[src/rtl/logicnet_pkg.sv]
// Shared constants, FSM state type and sizing helpers for the LogicNets layer scheduler.
package logicnet_pkg;

    localparam int NRN_IN_W  = 6;
    localparam int NRN_OUT_W = 2;

    typedef enum logic [1:0] {
        ST_IDLE = 2'd0,
        ST_EVAL = 2'd1,
        ST_DONE = 2'd2
    } sched_state_e;

    function automatic int sched_steps(input int n, input int l);
        return (l > 0) ? n / l : 1;
    endfunction

    function automatic int cnt_width(input int n, input int l);
        int s;
        s = sched_steps(n, l);
        return (s > 1) ? $clog2(s) : 1;
    endfunction

    function automatic int sel_width(input int n);
        return (n > 1) ? $clog2(n) : 1;
    endfunction

endpackage

[src/rtl/logicnet_layer_sched.sv]
// Time-multiplexed evaluation of one LogicNets layer through LANES shared LUT ports.
module logicnet_layer_sched
    import logicnet_pkg::*;
#(
    parameter  int N_NEURONS = 128,
    parameter  int LANES     = 1,
    localparam int SEL_W     = sel_width(N_NEURONS)
) (
    input  logic                          clk,
    input  logic                          rst_n,
    input  logic                          in_valid,
    output logic                          in_ready,
    input  logic [NRN_IN_W*N_NEURONS-1:0] in_data,
    output logic [SEL_W-1:0]              lut_sel,
    output logic [NRN_IN_W*LANES-1:0]     lut_addr,
    input  logic [NRN_OUT_W*LANES-1:0]    lut_data,
    output logic                          out_valid,
    input  logic                          out_ready,
    output logic [NRN_OUT_W*N_NEURONS-1:0] out_data,
    output logic                          busy
);

    localparam int STEPS = sched_steps(N_NEURONS, LANES);
    localparam int CNT_W = cnt_width(N_NEURONS, LANES);
    localparam logic [CNT_W-1:0] CNT_LAST = CNT_W'(STEPS - 1);

    if (LANES < 1 || LANES > N_NEURONS || (N_NEURONS % LANES) != 0) begin : g_bad_cfg
        $error("logicnet_layer_sched: N_NEURONS must be a positive multiple of LANES");
    end

    sched_state_e                          state_q, state_d;
    logic [CNT_W-1:0]                      cnt_q, cnt_d;
    logic [NRN_IN_W*N_NEURONS-1:0]         in_q, in_d;
    logic [NRN_OUT_W*N_NEURONS-1:0]        out_q, out_d;
    logic                                  eval;
    logic [SEL_W-1:0]                      base;

    always_ff @(posedge clk or negedge rst_n) begin
        if (!rst_n) begin
            state_q <= ST_IDLE;
            cnt_q   <= '0;
            in_q    <= '0;
            out_q   <= '0;
        end else begin
            state_q <= state_d;
            cnt_q   <= cnt_d;
            in_q    <= in_d;
            out_q   <= out_d;
        end
    end

    always_comb begin
        state_d   = state_q;
        cnt_d     = cnt_q;
        in_d      = in_q;
        in_ready  = 1'b0;
        out_valid = 1'b0;
        busy      = 1'b0;
        unique case (state_q)
            ST_IDLE: begin
                in_ready = 1'b1;
                if (in_valid) begin
                    in_d    = in_data;
                    cnt_d   = '0;
                    state_d = ST_EVAL;
                end
            end
            ST_EVAL: begin
                busy = 1'b1;
                // cnt parks on the final step rather than wrapping
                if (cnt_q == CNT_LAST) state_d = ST_DONE;
                else                   cnt_d   = cnt_q + 1'b1;
            end
            ST_DONE: begin
                out_valid = 1'b1;
                if (out_ready) state_d = ST_IDLE;
            end
            default: state_d = ST_IDLE;
        endcase
    end

    assign eval     = (state_q == ST_EVAL);
    // Outside EVAL the lanes point at neurons 0..LANES-1 and lut_data is ignored.
    assign base     = eval ? SEL_W'(int'(cnt_q) * LANES) : '0;
    assign lut_sel  = base;
    assign out_data = out_q;

    always_comb begin
        lut_addr = '0;
        out_d    = out_q;
        for (int l = 0; l < LANES; l++) begin
            lut_addr[l*NRN_IN_W +: NRN_IN_W] = in_q[(int'(base) + l) * NRN_IN_W +: NRN_IN_W];
            if (eval) begin
                out_d[(int'(base) + l) * NRN_OUT_W +: NRN_OUT_W] = lut_data[l*NRN_OUT_W +: NRN_OUT_W];
            end
        end
    end

endmodule

[config.mk]
export PLATFORM = sky130hd
export DESIGN_NAME = logicnet_layer_sched
export DESIGN_NICKNAME = d
export VERILOG_FILES = /design/src/rtl/logicnet_pkg.sv /design/src/rtl/logicnet_layer_sched.sv
export SDC_FILE = /design/constraint.sdc
export NUM_CORES = 2
export LEC_CHECK = 0
export BUFFER_PORTS_ARGS = -buffer_cell sky130_fd_sc_hd__buf_2
export CORE_AREA = 2 2 410 412
export DETAILED_ROUTE_END_ITERATION = 8
export DIE_AREA = 0 0 412 414
export PLACE_DENSITY_LB_ADDON = 0.12
export SYNTH_ARGS = -nofsm -noshare
export SYNTH_HDL_FRONTEND = slang
export SYNTH_SLANG_ARGS = --single-unit
export TNS_END_PERCENT = 20
[constraint.sdc]
create_clock -name clk -period 4.4 [get_ports clk]
set_input_delay 1.32 -clock clk [delete_from_list [all_inputs] [get_ports clk]]
set_output_delay 1.32 -clock clk [all_outputs]
set_load 0.005 [all_outputs]
==> reports/results.md <==
### Power and ir drop
* Lkg Pwr: 27.3 nW
* Net Sw Power: 0.0175 W
* Cell Pwr Density: 706 nW/um2
* combinational fraction of design power: 41.3%
* Switching Fraction: 39.4%
* Power Internal: 0.0269 W
* portion of total power attributed to the clock network: 25.1%
* maximum resistive drop on vdd: 0.000468 V
* Reg power frac: 33.5%
* total power after layout: 0.0444 W

### GRT
* grt peak-use layer: met2
* maximum number of pins on one net before global-route repair: 157
* global-route track usage on met3: 5.68%
* total congestion overflow: 0
* initial antenna violation count: 88
* global-route met1 utilization: 33.1%
* vias in the first global route: 38800
* total routing usage reported by global routing: 25.9%
* global-route wire length before repair: 312 mm
* Global Route met2 Usage: 43.9%

### Synthesis
* Cell Area, Synth: 47300 um2
* Distinct cells, synth: 77
* per-instance average area after synthesis: 12.5 um2
* dominant cell type by area after synthesis: sky130_fd_sc_hd__dfrtp_1
* most numerous cell types in the synthesized netlist: sky130_fd_sc_hd__dfrtp_1 (1033), sky130_fd_sc_hd__mux2_2 (972), sky130_fd_sc_hd__o21ai_0 (248)
* fraction of the yosys area taken by sequential cells: 54.6%
* most frequently used cell type in the post-synthesis netlist: sky130_fd_sc_hd__dfrtp_1
* syn nets: 4550
* number of instances in the synthesized netlist: 3773
* share of the synthesized area in the top cell type: 54.6%
* total of warnings raised by yosys: 0
* number of synthesized register bits: 1033
* number of enable-type register cells in the synthesized netlist: 0
* Area contributors post-synth: sky130_fd_sc_hd__dfrtp_1 (55%), sky130_fd_sc_hd__mux2_2 (23%), sky130_fd_sc_hd__o21ai_0 (2.6%)
* async set-reset flop share out of synthesis: 100%
* commonest register cell after synthesis: sky130_fd_sc_hd__dfrtp_1

### CTS
* root buf cell: sky130_fd_sc_hd__clkbuf_16
* buffer levels on the longest clock path: 3
* clock tree from TritonCTS: built
* Clk pin slew, worst setup/hold paths: 0.06 ns
* Clk Latency, worst-skew pair: 0.76 ns
* number of levels in the clock H-tree: 4
* total clock buffers created by CTS: 132
* TritonCTS Sinks: 1033

### STA
* highest attainable clock frequency: 208 MHz
* number of endpoints failing setup at the final stage: 6
* minimum clock period after layout: 4.82 ns
* pins over their slew limit: 0
* headroom to the max-slew limit: 34.8%
* portion of the clock cycle consumed by the worst path in the final layout: 110%
* Least-Margin Pin Slew: 0.977 ns
* unrepaired setup endpoints after global routing: yes
* setup skew after layout: 0.0146 ns
* least setup slack across all paths after layout: -0.418 ns
* final count of hold timing violations: 0

### Final layout
* P&R area growth vs syn: 32.9%
* final core area utilization: 37.8%
* final non-filler cell total: 7251
* post-layout instance area: 62900 um2
* layout net count: 5704
* fill count: 16600
* ratio of cells with drive above 1 in the final layout: 53.6%

### Drt
* final wirelength: 226 mm
* routed via count: 37600
* number of search-and-repair iterations in the first detailed-routing pass: 5
* Vias/cell: 5.19
* number of nets still failing antenna checks after routing: 0
* drt first-iter violations: 2294
* DRC: 0
* wire length per cell after detailed routing: 31.2 um

### Floorplan
* die height: 414 um
* floorplan die area: 171000 um2
* core box area: 166000 um2
* number of I/O pins: 1046
* die boundary width: 412 um
* initial core utilization: 28.5%
* cell row count: 150

### Critical path
* Worst Path Arrival: 3.50 ns
* critical path type: flop to output port
* Crit path largest cell delay: 0.51 ns
* Worst Setup End Kind: output port
* worst-path fanout max: 14
* CP dominant cell by count: sky130_fd_sc_hd__buf_4
* highest-delay cell along the critical path: sky130_fd_sc_hd__dfrtp_4
* sequence of cells on the critical path: buf_4 -> buf_12 -> buf_16 -> mux2i_1 -> a21oi_1 -> a32oi_1 -> o2111a_2 -> a211oi_4 -> buf_4 -> o32a_4 -> buf_2
* startpoint type of the worst setup path: flop
* worst endpoint required time: 3.08 ns

### Outcome
* failing checks: negative setup slack
* status: finished with violations

### Placement
* Cell Count Post-Placement: 6948
* HPWL Detailed: 174 mm
* number of I/O port buffers: 1045
* RD Place Congestion: 0.855
* Cell Area, Placed: 56500 um2

### Min path
* Hold WC Path Type: input port to async pin

### Job
* total of max-cap violations: 0

## cell usage in the layout (no fill, tap or decap), types with 32 or more instances in the layout
cell	synthesis	layout
sky130_fd_sc_hd__a211oi_1	76	50
sky130_fd_sc_hd__dfrtp_1	1033	1028
sky130_fd_sc_hd__nor2b_1	36	34
sky130_fd_sc_hd__o31ai_1	42	37
sky130_fd_sc_hd__clkbuf_8	0	32
sky130_fd_sc_hd__o21ai_0	248	233
sky130_fd_sc_hd__mux2i_1	117	108
sky130_fd_sc_hd__nand3_1	59	59
sky130_fd_sc_hd__buf_12	0	45
sky130_fd_sc_hd__buf_4	4	188
sky130_fd_sc_hd__mux2_2	972	969
sky130_fd_sc_hd__a21oi_1	84	71
sky130_fd_sc_hd__o22ai_1	49	45
sky130_fd_sc_hd__nor2_1	168	164
sky130_fd_sc_hd__o221ai_1	54	42
sky130_fd_sc_hd__nand2_1	126	124
sky130_fd_sc_hd__buf_2	79	1039
sky130_fd_sc_hd__clkbuf_16	0	136
## flip-flops by register name (all words and copies together), names as in the netlist
name      count
in_q        768
out_data    256
state_q       2
cnt_q         7
## cells by family after synthesis
| kind of cell | Yosys count | share of synthesized area (%) |
|---|---|---|
| compound gates | 758 | 10.6 |
| xor+xnor | 9 | 0.167 |
| fa+ha+maj | 3 | 0.0793 |
| buf+inv | 322 | 2.79 |
| flops | 1033 | 54.6 |
| mux | 1092 | 25.7 |
| simple gates | 556 | 6.00 |
## power by group through the flow
| stage | Clock [W] | Sequential (W) | Combinational [W] |
|---|---|---|---|
| after floorplan | 0 | 0.0139 | 0.00915 |
| after global routing | 0.0118 | 0.0153 | 0.0194 |
| after CTS | 0.0114 | 0.0149 | 0.0179 |
| after global placement | 0 | 0.0150 | 0.0164 |
| final | 0.0112 | 0.0149 | 0.0184 |
| after detailed placement | 0 | 0.0150 | 0.0165 |
## critical path: cells and delay by family (launching register included)
family | cells | cell delay (ns)
DFF | 1 | 0.51
AOI/OAI and AO/OA | 5 | 1.08
muxes | 1 | 0.35
buffers and inverters | 5 | 0.76
## area by class of cell
| cell class | count | area (um2) | area share [%] |
|---|---|---|---|
| Timing Repair Buffer | 1319 | 8330 | 13.2 |
| Inverter | 23 | 124 | 0.197 |
| Multi-Input combinational cell | 2418 | 21300 | 33.9 |
| Tap cell | 2204 | 2760 | 4.38 |
| Clock buffer | 194 | 3920 | 6.23 |
| Sequential cell | 1033 | 25900 | 41.1 |
| Antenna cell | 18 | 45.0 | 0.0716 |
| Clock inverter | 42 | 541 | 0.859 |
## through the flow
step                hold slack, ns  setup TNS (ns)  worst slack, ns
CTS                          0.468           -2.85           -0.490
floorplan                    0.471               0            0.522
detailed placement           0.487           -1.83           -0.761
global route                 0.481           -2.85           -0.482
global placement             0.482           -2.01           -0.822
finish                       0.498           -2.34           -0.418
## worst paths after layout
path | startpoint | to | slack [ns] | cells past startpoint
min reg2reg | in_q[554]$_DFFE_PN0P_ | in_q[554]$_DFFE_PN0P_ | 0.50 | 1
min | rst_n | in_q[713]$_DFFE_PN0P_ | 0.50 | 1
max reg2reg | state_q[1]$_DFFE_PN0P_ | out_data[36]$_DFFE_PN0P_ | 0.16 | 11
min in group clk | in_q[554]$_DFFE_PN0P_ | in_q[554]$_DFFE_PN0P_ | 0.50 | 1
max | cnt_q[0]$_DFFE_PN0P_ | lut_addr[5] | -0.42 | 11
max in group asynchronous | rst_n | in_q[31]$_DFFE_PN0P_ | 2.61 | 2
## per-layer routing
layer	up-vias	wire, um
met5	-	462
met4	74	6500
met3	367	13400
met2	1301	111000
met1	19500	95400
li1	16400	-
## timing repair
item / 4_1_cts / 5_1_grt
endpoints found under the hold margin: 0 / 0
gates resized for setup: 174 / 84
hold buffers: 0 / 0
pin swaps: 32 / 42
endpoints found under the setup margin: 6 / 14
setup buffers: 30 / 11
gates cloned: 8 / 2
Note: power is estimated with default switching activity, not from simulation.
